**src/rtl/rom_dl_ctrl.sv**
```systemverilog
// rom_dl_ctrl
//   Routes the HPS ioctl download byte stream into the game's ROM storage.
//   Each byte is decoded by address into one of these regions:
//     - main/sound CPU ROM -> SDRAM port1 (toggle handshake)
//     - sprite ROM         -> SDRAM port2 (toggle handshake, remapped so a
//                             sprite row lands in one 32-bit word pair)
//     - background ROM     -> on-chip BRAM (one-cycle write strobe)
//     - anything past the background ROM is dropped.
//   ioctl_wait stalls the HPS while an SDRAM handshake is outstanding.
//   The block also produces the sticky rom_loaded flag and the core reset.
//   The core reset is held during download, released one cycle after the
//   download ends, and pulsed once more for one cycle RESET_HOLD-1 cycles
//   later.
//
// Ports
//   clk_sys, reset_n             clock, async active-low reset
//   ioctl_download/wr/addr/dout  HPS byte stream (wr is a level, rising edge = byte)
//   ioctl_wait                   stall request back to HPS
//   port1_* / port2_*            SDRAM write ports (req toggles, done when ack==req)
//   dl_addr/dl_wr/dl_data        background ROM BRAM write
//   rom_loaded                   set after the first download completes, sticky
//   core_reset                   active-high reset to the game core
module rom_dl_ctrl #(
  parameter logic [24:0] SP_BASE    = 25'h12000,
  parameter logic [24:0] BG_BASE    = 25'h32000,
  parameter logic [24:0] BG_END     = 25'h3A000,
  parameter logic [15:0] RESET_HOLD = 16'hFFFF
) (
  input  logic        clk_sys,
  input  logic        reset_n,
  input  logic        ioctl_download,
  input  logic        ioctl_wr,
  input  logic [24:0] ioctl_addr,
  input  logic [7:0]  ioctl_dout,
  output logic        ioctl_wait,
  output logic        port1_req,
  input  logic        port1_ack,
  output logic [22:0] port1_a,
  output logic [1:0]  port1_ds,
  output logic [15:0] port1_d,
  output logic        port2_req,
  input  logic        port2_ack,
  output logic [17:0] port2_a,
  output logic [1:0]  port2_ds,
  output logic [15:0] port2_d,
  output logic [15:0] dl_addr,
  output logic        dl_wr,
  output logic [7:0]  dl_data,
  output logic        rom_loaded,
  output logic        core_reset
);

  typedef enum logic [1:0] {S_IDLE, S_ISSUE, S_WAIT} state_e;
  typedef enum logic [1:0] {R_P1, R_P2, R_BG, R_DROP} region_e;

  state_e      state_q, state_d;
  logic        ioctl_wr_dly_q, ioctl_wr_dly_d;
  logic        ioctl_dl_dly_q, ioctl_dl_dly_d;
  logic [24:0] lat_addr_q, lat_addr_d;
  logic [7:0]  lat_data_q, lat_data_d;
  logic        lat_p2_q, lat_p2_d;        // selected port for the pending write
  logic        ioctl_wait_q, ioctl_wait_d;
  logic        port1_req_q, port1_req_d;
  logic [22:0] port1_a_q, port1_a_d;
  logic [1:0]  port1_ds_q, port1_ds_d;
  logic [15:0] port1_d_q, port1_d_d;
  logic        port2_req_q, port2_req_d;
  logic [17:0] port2_a_q, port2_a_d;
  logic [1:0]  port2_ds_q, port2_ds_d;
  logic [15:0] port2_d_q, port2_d_d;
  logic [15:0] dl_addr_q, dl_addr_d;
  logic        dl_wr_q, dl_wr_d;
  logic [7:0]  dl_data_q, dl_data_d;
  logic        rom_loaded_q, rom_loaded_d;
  logic        core_reset_q, core_reset_d;
  logic [15:0] hold_cnt_q, hold_cnt_d;

  logic        new_byte;
  region_e     region;
  logic [24:0] bg_off;
  logic [24:0] sp_off;
  logic        ack_done;
  logic        unused_bits;

  // Only the low offset bits reach the outputs; the rest is range-checked
  // by the region decode instead.
  assign bg_off      = ioctl_addr - BG_BASE;
  assign sp_off      = lat_addr_q - SP_BASE;
  assign unused_bits = &{1'b0, bg_off[24:16], sp_off[24:19]};

  assign new_byte = ioctl_download & ioctl_wr & ~ioctl_wr_dly_q;
  assign ack_done = lat_p2_q ? (port2_ack == port2_req_q)
                             : (port1_ack == port1_req_q);

  always_comb begin
    region = R_DROP;
    if (ioctl_addr < SP_BASE)      region = R_P1;
    else if (ioctl_addr < BG_BASE) region = R_P2;
    else if (ioctl_addr < BG_END)  region = R_BG;
  end

  always_comb begin
    state_d        = state_q;
    ioctl_wr_dly_d = ioctl_wr;
    ioctl_dl_dly_d = ioctl_download;
    lat_addr_d     = lat_addr_q;
    lat_data_d     = lat_data_q;
    lat_p2_d       = lat_p2_q;
    ioctl_wait_d   = ioctl_wait_q;
    port1_req_d    = port1_req_q;
    port1_a_d      = port1_a_q;
    port1_ds_d     = port1_ds_q;
    port1_d_d      = port1_d_q;
    port2_req_d    = port2_req_q;
    port2_a_d      = port2_a_q;
    port2_ds_d     = port2_ds_q;
    port2_d_d      = port2_d_q;
    dl_addr_d      = dl_addr_q;
    dl_wr_d        = 1'b0;
    dl_data_d      = dl_data_q;

    case (state_q)
      S_IDLE: begin
        if (new_byte) begin
          case (region)
            R_P1, R_P2: begin
              lat_addr_d   = ioctl_addr;
              lat_data_d   = ioctl_dout;
              lat_p2_d     = (region == R_P2);
              ioctl_wait_d = 1'b1;
              state_d      = S_ISSUE;
            end
            R_BG: begin
              // BRAM takes the byte immediately, so the HPS is never stalled.
              dl_addr_d = bg_off[15:0];
              dl_data_d = ioctl_dout;
              dl_wr_d   = 1'b1;
            end
            default: ;
          endcase
        end
      end

      S_ISSUE: begin
        if (lat_p2_q) begin
          // Sprite remap: offset bit 16 becomes the word LSB and bit 15
          // the byte lane, so the ROM pairs interleave into 32-bit words.
          port2_a_d   = {sp_off[18:17], sp_off[14:0], sp_off[16]};
          port2_ds_d  = {sp_off[15], ~sp_off[15]};
          port2_d_d   = {lat_data_q, lat_data_q};
          port2_req_d = ~port2_req_q;
        end else begin
          port1_a_d   = lat_addr_q[23:1];
          port1_ds_d  = {lat_addr_q[0], ~lat_addr_q[0]};
          port1_d_d   = {lat_data_q, lat_data_q};
          port1_req_d = ~port1_req_q;
        end
        state_d = S_WAIT;
      end

      S_WAIT: begin
        // Download state is ignored here: an issued toggle is always seen
        // through to its ack so req/ack stay paired.
        if (ack_done) begin
          ioctl_wait_d = 1'b0;
          state_d      = S_IDLE;
        end
      end

      default: state_d = S_IDLE;
    endcase
  end

  always_comb begin
    rom_loaded_d = rom_loaded_q | (ioctl_dl_dly_q & ~ioctl_download);
    if (~rom_loaded_q | ioctl_download)
      hold_cnt_d = RESET_HOLD;
    else if (hold_cnt_q != 16'd0)
      hold_cnt_d = hold_cnt_q - 16'd1;
    else
      hold_cnt_d = hold_cnt_q;
    // counter==1 gives the late one-cycle reset pulse after download end.
    core_reset_d = ~rom_loaded_q | ioctl_download | (hold_cnt_q == 16'd1);
  end

  always_ff @(posedge clk_sys or negedge reset_n) begin
    if (!reset_n) begin
      state_q        <= S_IDLE;
      ioctl_wr_dly_q <= 1'b0;
      ioctl_dl_dly_q <= 1'b0;
      lat_addr_q     <= '0;
      lat_data_q     <= '0;
      lat_p2_q       <= 1'b0;
      ioctl_wait_q   <= 1'b0;
      port1_req_q    <= 1'b0;
      port1_a_q      <= '0;
      port1_ds_q     <= '0;
      port1_d_q      <= '0;
      port2_req_q    <= 1'b0;
      port2_a_q      <= '0;
      port2_ds_q     <= '0;
      port2_d_q      <= '0;
      dl_addr_q      <= '0;
      dl_wr_q        <= 1'b0;
      dl_data_q      <= '0;
      rom_loaded_q   <= 1'b0;
      core_reset_q   <= 1'b1;
      hold_cnt_q     <= RESET_HOLD;
    end else begin
      state_q        <= state_d;
      ioctl_wr_dly_q <= ioctl_wr_dly_d;
      ioctl_dl_dly_q <= ioctl_dl_dly_d;
      lat_addr_q     <= lat_addr_d;
      lat_data_q     <= lat_data_d;
      lat_p2_q       <= lat_p2_d;
      ioctl_wait_q   <= ioctl_wait_d;
      port1_req_q    <= port1_req_d;
      port1_a_q      <= port1_a_d;
      port1_ds_q     <= port1_ds_d;
      port1_d_q      <= port1_d_d;
      port2_req_q    <= port2_req_d;
      port2_a_q      <= port2_a_d;
      port2_ds_q     <= port2_ds_d;
      port2_d_q      <= port2_d_d;
      dl_addr_q      <= dl_addr_d;
      dl_wr_q        <= dl_wr_d;
      dl_data_q      <= dl_data_d;
      rom_loaded_q   <= rom_loaded_d;
      core_reset_q   <= core_reset_d;
      hold_cnt_q     <= hold_cnt_d;
    end
  end

  assign ioctl_wait = ioctl_wait_q;
  assign port1_req  = port1_req_q;
  assign port1_a    = port1_a_q;
  assign port1_ds   = port1_ds_q;
  assign port1_d    = port1_d_q;
  assign port2_req  = port2_req_q;
  assign port2_a    = port2_a_q;
  assign port2_ds   = port2_ds_q;
  assign port2_d    = port2_d_q;
  assign dl_addr    = dl_addr_q;
  assign dl_wr      = dl_wr_q;
  assign dl_data    = dl_data_q;
  assign rom_loaded = rom_loaded_q;
  assign core_reset = core_reset_q;

endmodule

```
**config.mk**
```make
export PLATFORM = sky130hd
export DESIGN_NAME = rom_dl_ctrl
export DESIGN_NICKNAME = d
export VERILOG_FILES = /design/src/rtl/rom_dl_ctrl.sv
export SDC_FILE = /design/constraint.sdc
export NUM_CORES = 1
export LEC_CHECK = 0
export CAP_MARGIN = 20
export CORE_ASPECT_RATIO = 1.1
export CORE_UTILIZATION = 50
export CTS_BUF_LIST = sky130_fd_sc_hd__clkbuf_4 sky130_fd_sc_hd__clkbuf_8 sky130_fd_sc_hd__clkbuf_16
export DETAILED_ROUTE_END_ITERATION = 7
export PLACE_DENSITY = 0.81
export SYNTH_ARGS = -nofsm -noshare
export SYNTH_HDL_FRONTEND = slang
export SYNTH_SLANG_ARGS = --single-unit
export TNS_END_PERCENT = 30
```
**constraint.sdc**
```tcl
create_clock -name clk_sys -period 4.3 [get_ports clk_sys]
set_clock_uncertainty 0.1 [all_clocks]
set_input_delay 0.86 -clock clk_sys [delete_from_list [all_inputs] [get_ports clk_sys]]
set_output_delay 0.86 -clock clk_sys [all_outputs]
set_load 0.005 [all_outputs]
```
==> results of run 1 <==
## worst max path at each step
stage	to	slack, ns	start
after floorplan	dl_addr[10]	2.06	ioctl_addr[20]
after global placement	dl_data[2]	0.67	ioctl_download
after detailed placement	dl_addr[2]	0.62	ioctl_download
after CTS	dl_addr[0]	1.05	ioctl_download
after global routing	dl_addr[0]	0.94	ioctl_download
final	dl_addr[0]	1.05	ioctl_download
## critical path, stage by stage
cell and delay [ns]:
clkdlybuf4s50_1 0.54, nor4b_1 0.68, and3_1 0.33, nand3b_2 0.52, mux2_2 0.49
## cell families after synthesis
kind of cell	after synthesis	share of synthesized area
fa+ha+maj	5	0.0106
buf+inv	43	0.0421
mux	101	0.192
compound gates	36	0.0359
flops	144	0.612
xor+xnor	8	0.0118
simple gates	100	0.0955
## layer usage
layer / GRT usage / part of all wire
met5: 0 / 0
met4: 0.0759 / 0.012
met3: 0.104 / 0.082
met2: 0.369 / 0.49
met1: 0.276 / 0.41
## registers in the layout, summed over array words and instances, names as in the netlist, 2 cells and up
| name | count |
|---|---|
| dl_addr | 16 |
| lat_data_q | 8 |
| port1_a | 23 |
| port1_ds | 2 |
| port1_d | 8 |
| hold_cnt_q | 16 |
| port2_a | 18 |
| state_q | 2 |
| port2_ds | 2 |
| dl_data | 8 |
| lat_addr_q | 24 |
| port2_d | 8 |
## cells in the final DEF (no fill, tap or decap), types with 6 or more instances in the layout
master           instances
a21oi_1                  6
and2_1                   8
clkbuf_16               17
clkbuf_4                11
clkdlybuf4s50_1        144
dfrtp_1                127
dfstp_2                 17
inv_1                   12
mux2_2                  99
nand2_1                 13
nand3_1                  9
nor2_1                  19
nor3_1                  10
o21ai_0                 17
o31ai_1                  7
xnor2_1                  6
## power breakdown
group	total [mW]	switching, mW	leakage (nW)	internal (mW)
Sequential	1.38	0.0103	1.94	1.37
Clock	1.41	0.499	0.296	0.912
Combinational	0.111	0.0561	1.46	0.0546
## final cells by class
class	count	area share
multi-input combinational	250	0.257
inverter	12	0.00565
clock inverter	1	0.00376
timing repair buffer	148	0.186
tap	150	0.0235
sequential	144	0.454
clock buffer	31	0.0689
## metrics by stage
stage | instance area [um2] | utilization | hold WS, ns | cells
after CTS | 7980 | 0.694 | 0.376 | 736
after detailed placement | 7400 | 0.644 | 0.364 | 704
final | 7980 | 0.694 | 0.368 | 736
after global placement | 7380 | 0.642 | 0.334 | 703
after floorplan | 5920 | - | 0.330 | 437
after global routing | 7980 | 0.694 | 0.387 | 736
==> reports/summary.md, run 1 <==
The flow ran to the end, and the final reports show no timing, DRC or antenna violations. The die is 116 um tall. The area of the multi-input gates was 2050 um2. The synthesized netlist contains 42 unique library cells. Data on the critical path arrives at its endpoint at 3.44 ns.

The run gives 1.05 ns as the least setup slack across all paths after layout. Entering global routing, the biggest net connects 112 pins. Sorting the synthesized cells by area gives the leading types as dfrtp_1 (54%), mux2_2 (19%), dfstp_2 (7.5%), buf_4 (2.2%), o21ai_0 (1.4%). For the worst setup path, the data required time is 4.49 ns. The area growth from synthesis to layout is 34.8%. The cell taking the most area after synthesis is dfrtp_1. The count of buffers added on input and output ports is 145.

The startpoint of the most critical register-to-register path was state_q[1]. The shortest clock period the worst path allows after layout came out at 3.25 ns. The synthesized design contains 144 register bits. The number of cells traversed by the worst hold path was 1; the post-CTS setup-driven buffer insertion count was 0.

The post-synth net total is 481. The average wire length per cell after detail routing is 17.6 um. The share of the cycle needed by the critical path after routing is 0.755. Final-report hold violation count: 0.

Among all cell types in the netlist, the one instantiated most often is dfrtp_1. The total setup violations reported at the end of the flow was 0. The average instance in the mapped netlist occupies 13.5 um2. The tools report the relative max-transition margin as 0.347. Across the whole layout, storage elements account for 3620 um2. The design draws 2.91 mW. The count of max-cap constraint violations is 0.

The final HPWL from detailed placement is 8720 um, and the via count of the first global-routing pass is 4128. For this run, the post-layout net count is 617. The worst hold path begins at ioctl_dl_dly_q. The analysis attributes to cell leakage a power of 3.69 nW.

The portion of the post-synthesis area used by sequential elements is 0.612. In the synthesized netlist the dominant register cell turns out to be dfrtp_1. The critical setup path kind was input port to flop.

Dividing total power by cell area gives a power density of 364 nW/um2. During synthesis, Yosys emitted a total of 0 warnings. TritonCTS built the clock tree. The tree is rooted in a clkbuf_16. The worst hold path terminates at rom_loaded. Prior to clock tree synthesis, the placed netlist has a worst setup slack of 0.624 ns. The number of instances in the synthesized netlist is 437, and the transition time at the pin with the least slew margin is 0.979 ns.

The number of flops mapped to enable cells by yosys came out at 0. The number of antenna violations at the first check in global routing came out at 0. The tools report the number of max-slew violations in the final report as 0. The critical path endpoint category was a flop.

The initial cell density of the core was 0.515. In this run the cell area of the synthesized design comes to 5920 um2. In this run, post-CTS repair resized a total of 0 instances. Measured in cells, the most critical reg-to-reg path has a length of 4. The die covers 12300 um2. The detailed router finished its first iteration with 136 violations. Final weighted congestion of routability-driven global placement: 0.780. The number of buffers on the longest clock path is 2.

The floorplan die width works out to 106 um. The worst reg2reg path endpoint was dl_addr[0]. STA classifies the critical path startpoint as an input port. The share of synthesized registers carrying an async set or reset is 1.00, and the overall routed net length is 13000 um. The run gives 0 as the total grt overflow.

Counting every sink on the clock net gives 144. Detailed routing inserted a total of 3883 vias. The tools report the number of iterations in the first detailed-routing pass as 4.

The number of buffers added by the clock tree synthesis step was 17; the clock latency on the worst-skew pair was 0.41 ns. Boundary pin count: 146. Fraction of synthesized cell area taken by the top area cell type: 0.537.

Setup repair after global routing left no endpoint under its margin. The clock input transition at the sequential cells of the worst setup and hold paths was 0.05 ns. Overall fraction of global-route tracks in use: 0.229. After detailed routing, the number of vias per cell comes to 5.28. By count the netlist is led by dfrtp_1 (127), mux2_2 (99), nor2_1 (20).

The post-route antenna net violation count was 0; the CTS H-tree depth was 4. The type of the worst min-delay path was flop to flop. The floorplan has 41 rows. The logs give 1.60 ns for the register-to-register setup slack and 308 MHz for the highest achievable clock rate. Counting the fill cells in the layout gives 804. The global-route wire length before repair was 21100 um.

Proportion of layout cells with a drive suffix above 1: 0.273. In this run the standard cell core region covers 11500 um2. The highest net fanout along the worst path was 24; the accumulated negative setup slack was 0 ns. The number of antenna diodes in the final layout is 0. Detailed-route DRC error count: 0. The peak supply drop is 0.317 mV, and the count of hold buffers inserted by post-cts repair is 0.
Note: power is estimated with default switching activity, not from simulation.
==> run 2: changes to the inputs <==
Settings changed: CORE_UTILIZATION 50 to 49, PLACE_DENSITY 0.81 to 0.79.
Clock period 4.3 ns to 3.1 ns, I/O delays scaled along.
==> run 2 against run 1 <==
  * Register-to-register slack got worse by 0.56 ns
  * Design area increased by 1.7%
  * Via count increased by 2.2%
  * Utilization increased by 0.54 points
  * Cell count increased by 0.82%
  * Wire length increased by 3.2%
  * Worst setup slack got worse by 0.36 ns
  * Critical path type unchanged
  * Largest cell class unchanged
  * Highest routed layer unchanged
==> reports/summary.md, run 2 (same netlist as run 1, synthesis figures left out) <==
The run finished with clean final reports. The run gives 4305 as the via count of the first global-routing pass. The vias after detailed routing is 3969, and the floorplan die width is 107 um. After the first detailed-routing iteration, the DRC count stood at 112. The library cells used most frequently in the layout, excluding fill and tap cells, are clkdlybuf4s50_1 (144), dfrtp_1 (127), mux2_2 (99). STA puts the critical path data arrival time at 2.59 ns. The number of clock buffers added by TritonCTS is 17. Once the clock tree was built, the resizer swapped 0 gates to a different size. The post-route cell area was 8110 um2; the overall fraction of global-route tracks in use was 0.230. The port buffer count is 145, and the initial cell density of the core is 0.511. CTS H-tree depth: 4. After layout, the design draws a total of 4.30 mW. Measured along the y axis, the die boundary spans 117 um. Derived from the worst setup path, the maximum achievable clock frequency is 416 MHz.

For this run, the detailed router's first-pass iteration total came to 4. The core region is 11600 um2. Row generation in the floorplan step produced 41 rows. The relative max-transition margin is 0.459, and the global-route wire length before repair is 21700 um. The register with the most flip-flops in the layout has 24 of them.

The via-per-instance ratio was 5.35. In this run the power density over the cells is 531 nW/um2. During I/O placement, the number of pins put on the boundary was 146.

After detailed routing, the average wire length per cell comes to 18.0 um. The path class of the tightest hold or removal check is input port to asynchronous set/reset pin. The shortest clock period the worst path allows after layout was 2.40 ns; the peak supply drop was 0.360 mV. The portion of total power attributed to combinational logic was 0.037. The run gives 9130 um as the final HPWL from detailed placement. The leakage power summed over all cells came out at 3.75 nW. The repair_antennas step left the layout with diodes totalling 0. The tools report the clock latency on the worst-skew pair as 0.41 ns. Internal power of the cells: 3.44 mW.

The worst setup path is captured at a flop. The share of the cycle needed by the critical path after routing was 0.776; the part of the total power dissipated in sequential elements was 0.446. The number of antenna violations at the first check in global routing is 0. The count of max-cap constraint violations came out at 0. The number of max-slew violations in the final report was 0.

TritonCTS built the clock tree. Share of power burned in the clock network: 0.518. The worst-case reg-to-reg path depth was 5; the final-report hold violation count was 0. In this run the critical register-to-register path is captured at dl_data[1]. Final-stage net count: 623.

The critical setup path kind was input port to flop. The library cell used most frequently in the layout, excluding fill and tap cells, is clkdlybuf4s50_1. Summed over all failing endpoints, the final setup total negative slack is 0 ns.

For the pin count of the biggest net entering global routing, the log shows 83. The analysis attributes to net switching a power of 0.862 mW. CTS root buffer: clkbuf_16. The area growth from synthesis to layout is 37.0%. In the routed design, unresolved DRC markers number 0. Setup violations remaining at the end of the flow were counted as 0. The detail route stage leaves a number of antenna-violating nets equal to 0. The tree built by TritonCTS fans out to 144 sinks.

Sort of element at the start of the critical path: an input port. The share of total power consumed by net switching came out at 0.200. The proportion of layout cells with a drive suffix above 1 came out at 0.280. The number of hold buffers added after CTS was 0.

For flop-to-flop paths, the worst setup slack is 1.04 ns. Ranked by flip-flop count, first place goes to lat_addr_q. The clock passes through at most 2 buffers. Of all nets on the critical path, the largest fanout is 24. The total overflow left after global routing is 0.

The tools report the startpoint of the most critical register-to-register path as state_q[1]. At the worst endpoint, the required time is 3.29 ns. Setup repair after global routing left no endpoint under its margin. The transition time at the pin with the least slew margin is 0.811 ns, and the overall routed net length is 13400 um.

In this run the post-CTS setup repair buffer count came out at 0. The run gives 7460 um2 as the total cell area at the placement stage. Routability-driven placement finished with a final weighted congestion of 0.804. The die covers 12500 um2. The clock input transition at the sequential cells of the worst setup and hold paths works out to 0.06 ns.
[run 2: cell count changes in the layout (fill, tap and decap cells not counted), sizes merged]
cell      delta
clkbuf      -12
buf          +6
bufinv       +4
clkinv       +4
clkinvlp     +3
inv          +1
[run 2: critical path, cell delays in order]
cell	delay (ns)
clkdlybuf4s50_1	0.47
nor4b_1	0.45
buf_4	0.20
and3_1	0.20
nand3b_2	0.08
buf_4	0.24
mux2_2	0.30
[run 2: layout make-up]
type | count | area (um2)
tap | 150 | 188
inverter | 12 | 45.0
multi-input combinational | 250 | 2050
sequential | 144 | 3620
clock inverter | 13 | 209
fill | 844 | 3480
clock buffer | 19 | 447
timing repair buffer | 154 | 1550
[run 2: per-stage QoR]
step,std cells,worst slack [ns],hold slack (ns),utilization
floorplan,437,1.10,0.224,-
global placement,710,0.305,0.338,0.643
detailed placement,710,0.262,0.353,0.643
CTS,742,0.681,0.172,0.700
global route,742,0.546,0.205,0.700
finish,742,0.695,0.138,0.700
[run 2: worst max-delay path by stage]
stage | start | endpoint | slack, ns
after CTS | ioctl_download | dl_addr[5] | 0.68
after detailed placement | ioctl_download | dl_addr[5] | 0.26
after floorplan | ioctl_addr[20] | dl_addr[10] | 1.10
after global routing | ioctl_download | dl_addr[5] | 0.55
final | ioctl_wr | dl_data[1] | 0.70
after global placement | ioctl_wr | dl_addr[4] | 0.30
[run 2: layer usage]
metal / vias to the layer above / part of all wire / wire [um] / GRT usage
li1: 1803 / - / - / -
met1: 2025 / 0.40 / 5360 / 0.272
met2: 118 / 0.51 / 6770 / 0.381
met3: 23 / 0.072 / 961 / 0.0864
met4: 0 / 0.022 / 296 / 0.0950
met5: - / 0 / 0 / 0
[run 2: power groups by stage]
stage / sequential, mW / clock [mW] / combinational [mW]
detailed placement: 1.95 / 0 / 0.161
global route: 1.92 / 2.35 / 0.177
CTS: 1.92 / 2.26 / 0.162
floorplan: 1.95 / 0 / 0.0419
global placement: 1.95 / 0 / 0.158
finish: 1.92 / 2.23 / 0.159
